[config.mk]
export PLATFORM = sky130hd
export DESIGN_NAME = cmd_sched_flat
export DESIGN_NICKNAME = d
export VERILOG_FILES = /design/src/rtl/cmd_sched_if.sv /design/src/rtl/cmd_sched.sv /design/src/flat_wrapper.sv
export SDC_FILE = /design/constraint.sdc
export NUM_CORES = 1
export LEC_CHECK = 0
export CORE_ASPECT_RATIO = 0.8
export CORE_MARGIN = 1.5
export CORE_UTILIZATION = 55
export CTS_BUF_LIST = sky130_fd_sc_hd__clkbuf_16
export DETAILED_ROUTE_END_ITERATION = 10
export PLACE_DENSITY = 0.84
export SLEW_MARGIN = 20
export SYNTH_ARGS = -nofsm -noshare
export SYNTH_HDL_FRONTEND = slang
export SYNTH_SLANG_ARGS = --single-unit
[constraint.sdc]
create_clock -name clk -period 3.6 [get_ports clk]
set_input_delay 0.54 -clock clk [delete_from_list [all_inputs] [get_ports clk]]
set_output_delay 0.54 -clock clk [all_outputs]
set_load 0.005 [all_outputs]
[src/rtl/cmd_sched_if.sv]
// cmd_sched_if: handshake/bus bundle between the command scheduler and its environment
// master: drives game tick, player/bot commands, force_manual and cmd_ready
// slave : the scheduler; drives cmd_out, cmd_valid, demo_mode and drop_cnt
interface cmd_sched_if;
  logic       tick;
  logic [7:0] usr_cmd;
  logic       usr_valid;
  logic [7:0] bot_cmd;
  logic       force_manual;
  logic [7:0] cmd_out;
  logic       cmd_valid;
  logic       cmd_ready;
  logic       demo_mode;
  logic [7:0] drop_cnt;
  modport master (
    output tick, usr_cmd, usr_valid, bot_cmd, force_manual, cmd_ready,
    input  cmd_out, cmd_valid, demo_mode, drop_cnt
  );
  modport slave (
    input  tick, usr_cmd, usr_valid, bot_cmd, force_manual, cmd_ready,
    output cmd_out, cmd_valid, demo_mode, drop_cnt
  );
endinterface

[src/rtl/cmd_sched.sv]
// cmd_sched: arbitrates player and demo-bot commands onto a valid/ready game-engine port
// clk : single clock, rising edge
// rst : asynchronous active-low reset
// bus : slave side of cmd_sched_if (tick, usr_cmd/usr_valid, bot_cmd, force_manual,
//       cmd_ready in; cmd_out/cmd_valid, demo_mode, drop_cnt out, all registered)
module cmd_sched #(
  parameter int unsigned BOT_PERIOD = 8,
  parameter int unsigned IDLE_TICKS = 64
) (
  input logic        clk,
  input logic        rst,
  cmd_sched_if.slave bus
);
  typedef enum logic {IDLE, ISSUE} state_t;
  localparam logic [15:0] IDLE_MAX = 16'(IDLE_TICKS);
  localparam logic [7:0]  BT_LAST  = 8'(BOT_PERIOD - 1);
  state_t      state_q;
  logic [7:0]  cmd_out_q, hold_q, drop_cnt_q, bt_q, bt_d;
  logic        cmd_valid_q, hold_vld_q, demo_q, demo_d, bot_due_q, bot_due_d;
  logic [15:0] idle_q, idle_d;
  logic        clr, due_evt, bot_load;
  always_comb begin
    clr       = bus.usr_valid | bus.force_manual;
    due_evt   = demo_q && bus.tick && bt_q == BT_LAST;
    // bot only wins an idle slot when no player command is held or arriving
    bot_load  = state_q == IDLE && !hold_vld_q && !clr && bot_due_q && demo_q;
    idle_d    = clr ? '0 : (bus.tick && idle_q != IDLE_MAX) ? idle_q + 16'd1 : idle_q;
    demo_d    = !clr && (demo_q || idle_d == IDLE_MAX);
    bt_d      = clr ? '0 : (demo_q && bus.tick) ? (bt_q == BT_LAST ? '0 : bt_q + 8'd1) : bt_q;
    // a due event while already due collapses into the one pending issue
    bot_due_d = clr ? 1'b0 : due_evt ? 1'b1 : bot_load ? 1'b0 : bot_due_q;
  end
  always_ff @(posedge clk or negedge rst) begin
    if (!rst) begin
      state_q     <= IDLE;
      cmd_out_q   <= '0;
      cmd_valid_q <= 1'b0;
      hold_q      <= '0;
      hold_vld_q  <= 1'b0;
      drop_cnt_q  <= '0;
      demo_q      <= 1'b0;
      bot_due_q   <= 1'b0;
      idle_q      <= '0;
      bt_q        <= '0;
    end else begin
      idle_q    <= idle_d;
      bt_q      <= bt_d;
      demo_q    <= demo_d;
      bot_due_q <= bot_due_d;
      case (state_q)
        IDLE: begin
          if (hold_vld_q) begin
            cmd_out_q   <= hold_q;
            cmd_valid_q <= 1'b1;
            state_q     <= ISSUE;
            hold_vld_q  <= bus.usr_valid;
            if (bus.usr_valid) hold_q <= bus.usr_cmd;
          end else if (bus.usr_valid) begin
            cmd_out_q   <= bus.usr_cmd;
            cmd_valid_q <= 1'b1;
            state_q     <= ISSUE;
          end else if (bot_load) begin
            cmd_out_q   <= bus.bot_cmd;
            cmd_valid_q <= 1'b1;
            state_q     <= ISSUE;
          end
        end
        ISSUE: begin
          if (bus.cmd_ready) begin
            cmd_valid_q <= 1'b0;
            state_q     <= IDLE;
          end
          if (bus.usr_valid) begin
            hold_q     <= bus.usr_cmd;
            hold_vld_q <= 1'b1;
            if (hold_vld_q && drop_cnt_q != 8'hFF) drop_cnt_q <= drop_cnt_q + 8'd1;
          end
        end
        default: state_q <= IDLE;
      endcase
    end
  end
  assign bus.cmd_out   = cmd_out_q;
  assign bus.cmd_valid = cmd_valid_q;
  assign bus.demo_mode = demo_q;
  assign bus.drop_cnt  = drop_cnt_q;
endmodule

[src/flat_wrapper.sv]
// flat-port wrapper written by rule: the top's interface ports become plain ports
module cmd_sched_flat 
#(
  parameter int unsigned BOT_PERIOD = 8,
  parameter int unsigned IDLE_TICKS = 64
)
  (clk, rst, bus_tick, bus_usr_cmd, bus_usr_valid, bus_bot_cmd, bus_force_manual, bus_cmd_ready, bus_cmd_out, bus_cmd_valid, bus_demo_mode, bus_drop_cnt);
  cmd_sched_if bus_i ();
  input logic clk;
  input logic rst;
  input wire logic [$bits(bus_i.tick)-1:0] bus_tick;
  input wire logic [$bits(bus_i.usr_cmd)-1:0] bus_usr_cmd;
  input wire logic [$bits(bus_i.usr_valid)-1:0] bus_usr_valid;
  input wire logic [$bits(bus_i.bot_cmd)-1:0] bus_bot_cmd;
  input wire logic [$bits(bus_i.force_manual)-1:0] bus_force_manual;
  input wire logic [$bits(bus_i.cmd_ready)-1:0] bus_cmd_ready;
  output wire logic [$bits(bus_i.cmd_out)-1:0] bus_cmd_out;
  output wire logic [$bits(bus_i.cmd_valid)-1:0] bus_cmd_valid;
  output wire logic [$bits(bus_i.demo_mode)-1:0] bus_demo_mode;
  output wire logic [$bits(bus_i.drop_cnt)-1:0] bus_drop_cnt;
  assign bus_i.tick = bus_tick;
  assign bus_i.usr_cmd = bus_usr_cmd;
  assign bus_i.usr_valid = bus_usr_valid;
  assign bus_i.bot_cmd = bus_bot_cmd;
  assign bus_i.force_manual = bus_force_manual;
  assign bus_i.cmd_ready = bus_cmd_ready;
  assign bus_cmd_out = bus_i.cmd_out;
  assign bus_cmd_valid = bus_i.cmd_valid;
  assign bus_demo_mode = bus_i.demo_mode;
  assign bus_drop_cnt = bus_i.drop_cnt;
  cmd_sched #(.BOT_PERIOD(BOT_PERIOD), .IDLE_TICKS(IDLE_TICKS)) u_core (.clk(clk), .rst(rst), .bus(bus_i));
endmodule
After elaboration in Yosys (flattened, before gate mapping):

Cells that the tools add are included.
W data, S select, Z words.

* add/sub/neg operators: 3
* equality and inequality tests: 8
* mux-type cells: 27
* bitwise gates (word level): 2
* reduce and logical (&&, ||, !) cells: 18

Operators by type and width (count)
* $mux W8: 8
* $mux W16: 2
* $add A16 B1 Y16 const B: 1
* $add A8 B1 Y8 const B: 2
* $eq A16 B7 Y1 const B: 1
* $ne A16 B7 Y1 const B: 1
* $pmux W8 S2: 1
* $mux W1: 13
* $logic_and A1 B1 Y1: 9
* $eq A8 B3 Y1 const B: 1
* $ne A8 B8 Y1 const B: 1
* $pmux W1 S2: 3
* $reduce_bool A3 Y1: 2
* $ne A2 B2 Y1 const B: 2
* $ne A4 B2 Y1 const B: 1
* $reduce_and A2 Y1: 2
* $reduce_and A3 Y1: 1
* $logic_not A1 Y1: 2
* $ne A2 B1 Y1 const B: 1
* $reduce_bool A2 Y1: 1
* $logic_or A1 B1 Y1: 1
* $not A1 Y1: 1
* $or A1 B1 Y1: 1

* bits in registers: 53
* input port bits: 22
* output and inout bits: 18

Logic depth before layout (Yosys ltp):

* depth after elaboration: 9
* gate-level depth with buffers: 10
* mapped depth without buffers: 9

Least setup slack after synthesis:

OpenSTA, ideal clock, no wires.

* kind: reg-to-reg
* from: register u_core.idle_q[0]
* to: register u_core.demo_q (netlist: u_core.bus.demo_mode)
* data arrival time: 2171 ps
* data required time: 3479 ps
* slack: 1308 ps
* stages on the path, launching flop included: 11
* path buffers: 1
* cells stage by stage: dfrtp_1 -> clkbuf_1 -> inv_1 -> ha_1 -> nor4bb_1 -> and4_1 -> or4_4 -> a21oi_2 -> nor3_1 -> nor4b_1 -> a22o_1

* word-level cells in the longest chain between the ends: 7

RTL lines
* start: declaration: line cmd_sched.sv:20 `logic [15:0] idle_q, idle_d;`
* start signal: assignment: line cmd_sched.sv:46 `idle_q <= idle_d;`
* branches (longest 2 deep; another with $add A16 B1 Y16)
* $mux W16 (*) (2 in series): line cmd_sched.sv:27 `idle_d = clr ? '0 : (bus.tick && idle_q != IDLE_MAX) ? idle_q + 16'd1 : idle_q;`
* named net u_core.idle_d[10]: line cmd_sched.sv:20
* $eq A16 B7 Y1 (*): line cmd_sched.sv:28 `demo_d = !clr && (demo_q || idle_d == IDLE_MAX);`
* $logic_or A1 B1 Y1 (*): line cmd_sched.sv:28
* $logic_and A1 B1 Y1 (*): line cmd_sched.sv:28
* named net u_core.demo_d: line cmd_sched.sv:19 `logic cmd_valid_q, hold_vld_q, demo_q, demo_d, bot_due_q, bot_due_d;`
* end signal: assignment: line cmd_sched.sv:48 `demo_q <= demo_d;`
* end: declaration: line cmd_sched.sv:19

Mark *: on every way through the listed nets, which the timed path passes.
A chain may end at the register's enable or synchronous reset.

Worst setup path in the final report:

* from: input port bus_tick
* to: register u_core.demo_q (netlist: u_core.bus.demo_mode)

* word-level cells in the longest chain between the ends: 6

RTL lines
* start: declaration: line flat_wrapper.sv:11 `input wire logic [$bits(bus_i.tick)-1:0] bus_tick;`
* $logic_and A1 B1 Y1: line cmd_sched.sv:27
* $mux W16 (2 in series): line cmd_sched.sv:27
* named net u_core.idle_d[14]: line cmd_sched.sv:20
* $eq A16 B7 Y1: line cmd_sched.sv:28
* $logic_or A1 B1 Y1: line cmd_sched.sv:28
* $logic_and A1 B1 Y1: line cmd_sched.sv:28
* named net u_core.demo_d: line cmd_sched.sv:19

The timed path passes the listed nets, and every way through them passes these cells.

==> impl_metrics.py <==
metrics = {
    "run_status": {
        "status": "complete, no violations",
    },
    "clock_network": {
        "cts_tree": "yes",
        "numCtsBuffers": 5,
        "cts_sinks": 53,
        "holdBufCountCts": 0,
        "path_clk_slew_ns": 0.07,
        "cts_resized": 0,
        "clock_latency_ns": 0.30,
        "clock_path_buffers": 2,
        "cts_setup_buffers": 0,
        "cts_root_buf": "clkbuf_16",
        "cts-htree-levels": 2,
    },
    "min_path": {
        "hp-class": "primary input to asynchronous set/reset pin",
    },
    "yosys": {
        "yosys_warnings": 0,
        "synthAdderAreaFrac": 0.0187,
        "syn_area_mm2": 0.00268,
        "synth_common_cells": "dfrtp_1, nor2_1, nand2_1, a21oi_1, xnor2_1",
        "ys.flop_type": "dfrtp_1",
        "synth_cell_types": 38,
        "synth_nets": 308,
        "synth.most_common_cell": "dfrtp_1",
        "synth_edf_count": 0,
        "synth_xor_area_frac": 0.0720,
        "synth_compound_area_frac": 0.0813,
        "synth.mux.area_fraction": 0.0715,
        "synth_top_family_by_area": "simple AND/OR/NAND/NOR gates",
        "synth_top_area_frac": 0.496,
        "yosysSeqAreaShare": 0.496,
        "ys_ff_latch": 53,
        "syn_inst": 282,
        "synth_area_leaders": "dfrtp_1, nor2_1, xnor2_1",
        "syn_area_per_cell_um2": 9.49,
        "yosys.area.top_type": "dfrtp_1",
        "yosys.area_share.simple": 0.232,
        "async_flop_share": 1.00,
    },
    "flow_run": {
        "drv_cap": 0,
    },
    "pwr": {
        "pwr-share-clk": 0.290,
        "power_w": 0.00183,
        "power_leakage_nw": 1.33,
        "p_sw_frac": 0.286,
        "p_seq_frac": 0.458,
        "intPower_w": 0.00131,
        "p_sw_w": 0.000524,
        "power.density_mw_per_mm2": 561,
        "vdd_drop_max_v": 0.000451,
        "combPwrFrac": 0.251,
    },
    "sta": {
        "setup_viol": 0,
        "rsz0062_at_grt": "no",
        "fin_crit_sh": 0.710,
        "tightest_slew_ns": 0.858,
        "hold_viol": 0,
        "clock.fmax_mhz": 391,
        "slew_headroom": 0.424,
        "skew_ns": 0.0111,
        "fin_crit_ns": 2.55,
        "final_max_slew_viol_count": 0,
        "setup_tns_ns": 0,
    },
    "global_routing": {
        "grt_max_degree": 36,
        "grtUsageTotal": 0.257,
        "grt_pass1_wl_um": 10200,
        "antenna_found_initial": 0,
        "grt_pass1_vias": 2203,
        "grt.overflow.total": 0,
    },
    "worst_setup_path": {
        "r2r_slack_ns": 1.14,
        "critPathMaxFanout": 11,
        "end_kind": "flop",
        "max_stage_delay_ns": 0.71,
        "start_kind": "primary input",
        "crit_top_cell": "nand3_1",
        "arrival_ns": 2.80,
        "worstPathCellList": "clkdlybuf4s50_1, nand3_1, nor4_1, nand3_1, xor2_1, nor2_1, nor4b_1, a22o_1",
        "crit_type": "primary input to flop",
        "critPathRequiredTime_ns": 3.84,
        "slowest_stage": "clkdlybuf4s50_1",
    },
    "detailed_routing": {
        "vias_per_cell": 5.98,
        "routedWlPerCell_um": 16.2,
        "drtAntennaViolNets": 0,
        "drt_iter0_markers": 215,
        "via_count": 2256,
        "drc": 0,
        "drtPass1Iterations": 4,
        "routed_wirelength_um": 6100,
    },
    "cells_and_area": {
        "drive_above_1_share": 0.0726,
        "final_core_util": 0.706,
        "finalNetCount": 342,
        "area_growth_syn_to_layout_pct": 21.9,
        "finalNonFillerCells": 377,
        "stdcell_area_mm2": 0.00326,
        "antenna_cells": 0,
    },
    "die": {
        "die_y_um": 65.4,
        "die_x_um": 81.0,
        "io_pins": 40,
        "core_mm2": 0.00462,
        "fp.dieArea_mm2": 0.00530,
        "initial_utilization": 0.579,
        "num_rows": 22,
    },
    "placement": {
        "hpwl_um": 4180,
        "numPortBuffers": 39,
        "routabilityCongestion": 0.906,
        "dpl_cell_area_mm2": 0.00310,
        "dp_cells": 369,
    },
}
## flip-flops by register name (all words and copies together), names as in the netlist
name,cells
u_core.bus.drop_cnt,8
u_core.bus.demo_mode,1
u_core.bus.cmd_out,8
u_core.hold_vld_q,1
u_core.bus.cmd_valid,1
u_core.bot_due_q,1
u_core.idle_q,16
u_core.hold_q,8
u_core.state_q,1
u_core.bt_q,8
## stage by stage
stage / hold WS (ns) / worst slack (ns)
global placement: 0.460 / 0.892
finish: 0.319 / 1.05
CTS: 0.342 / 1.07
global route: 0.378 / 0.818
detailed placement: 0.475 / 0.764
floorplan: 0.244 / 1.31
## path summary, 6_finish.rpt
kind | depth (start not counted) | start | to
worst max-delay path | 8 | bus_tick | u_core.bus.demo_mode$_DFF_PN0_
worst min-delay path | 1 | rst | u_core.idle_q[0]$_DFF_PN0_
worst max register to register | 9 | u_core.idle_q[0]$_DFF_PN0_ | u_core.bus.demo_mode$_DFF_PN0_
worst min register to register | 2 | u_core.bus.cmd_out[4]$_DFFE_PN0P_ | u_core.bus.cmd_out[4]$_DFFE_PN0P_
max in group asynchronous | 2 | rst | u_core.bus.cmd_out[3]$_DFFE_PN0P_
min in group clk | 2 | u_core.bus.cmd_out[4]$_DFFE_PN0P_ | u_core.bus.cmd_out[4]$_DFFE_PN0P_
## metal layers
| layer | GRT usage | routed length (um) | part of all wire |
|---|---|---|---|
| met1 | 0.321 | 2650 | 0.44 |
| met2 | 0.423 | 2860 | 0.47 |
| met3 | 0.0597 | 418 | 0.069 |
| met4 | 0.121 | 170 | 0.028 |
| met5 | 0 | 0 | 0 |
## cells by family after synthesis
group	Yosys count
adders and majority gates	4
xor gates and xnor gates	22
buffers and inverters	20
and+or+nand+nor	126
AOI/OAI and AO/OA	39
DFF	53
muxes	18
## worst max-delay path: cells and delay by family
family                 cells  cell delay (ns)
AO/OA/AOI/OAI              1             0.16
XOR/XNOR                   1             0.15
buffers and inverters      1             0.71
AND/OR/NAND/NOR            5             1.23
## power by group through the flow
| stage | Sequential (W) | Clock, W | Combinational (W) |
|---|---|---|---|
| floorplan | 0.000808 | 0 | 0.000245 |
| global placement | 0.000841 | 0 | 0.000445 |
| detailed placement | 0.000846 | 0 | 0.000461 |
| CTS | 0.000838 | 0.000535 | 0.000465 |
| global route | 0.000859 | 0.000558 | 0.000517 |
| finish | 0.000839 | 0.000531 | 0.000460 |
## cells in the final DEF, fill, tap and decap left out, types with 4 or more instances in the layout
cell and n:
xor2_1 7, o21ai_0 14, mux2i_1 9, clkdlybuf4s50_1 38, nand4_1 10, a21oi_1 16, nand2_1 30, nor3_1 8
mux2_2 9, nand3_1 14, ha_1 4, xnor2_1 15, or3_1 5, clkbuf_16 5, nor2_1 37, nor4_1 9
inv_1 6, dfrtp_1 53
## area by class of cell
cell class              count  area [um^2]
repair buffers             42          408
clock buffers               5          125
fillers                   365         1360
clock inverters             3         37.5
flip-flops and latches     53         1330
inverters                   5         18.8
well taps                  60         75.1
multi-input cells         209         1270
Power figures use the tool's default switching activity.
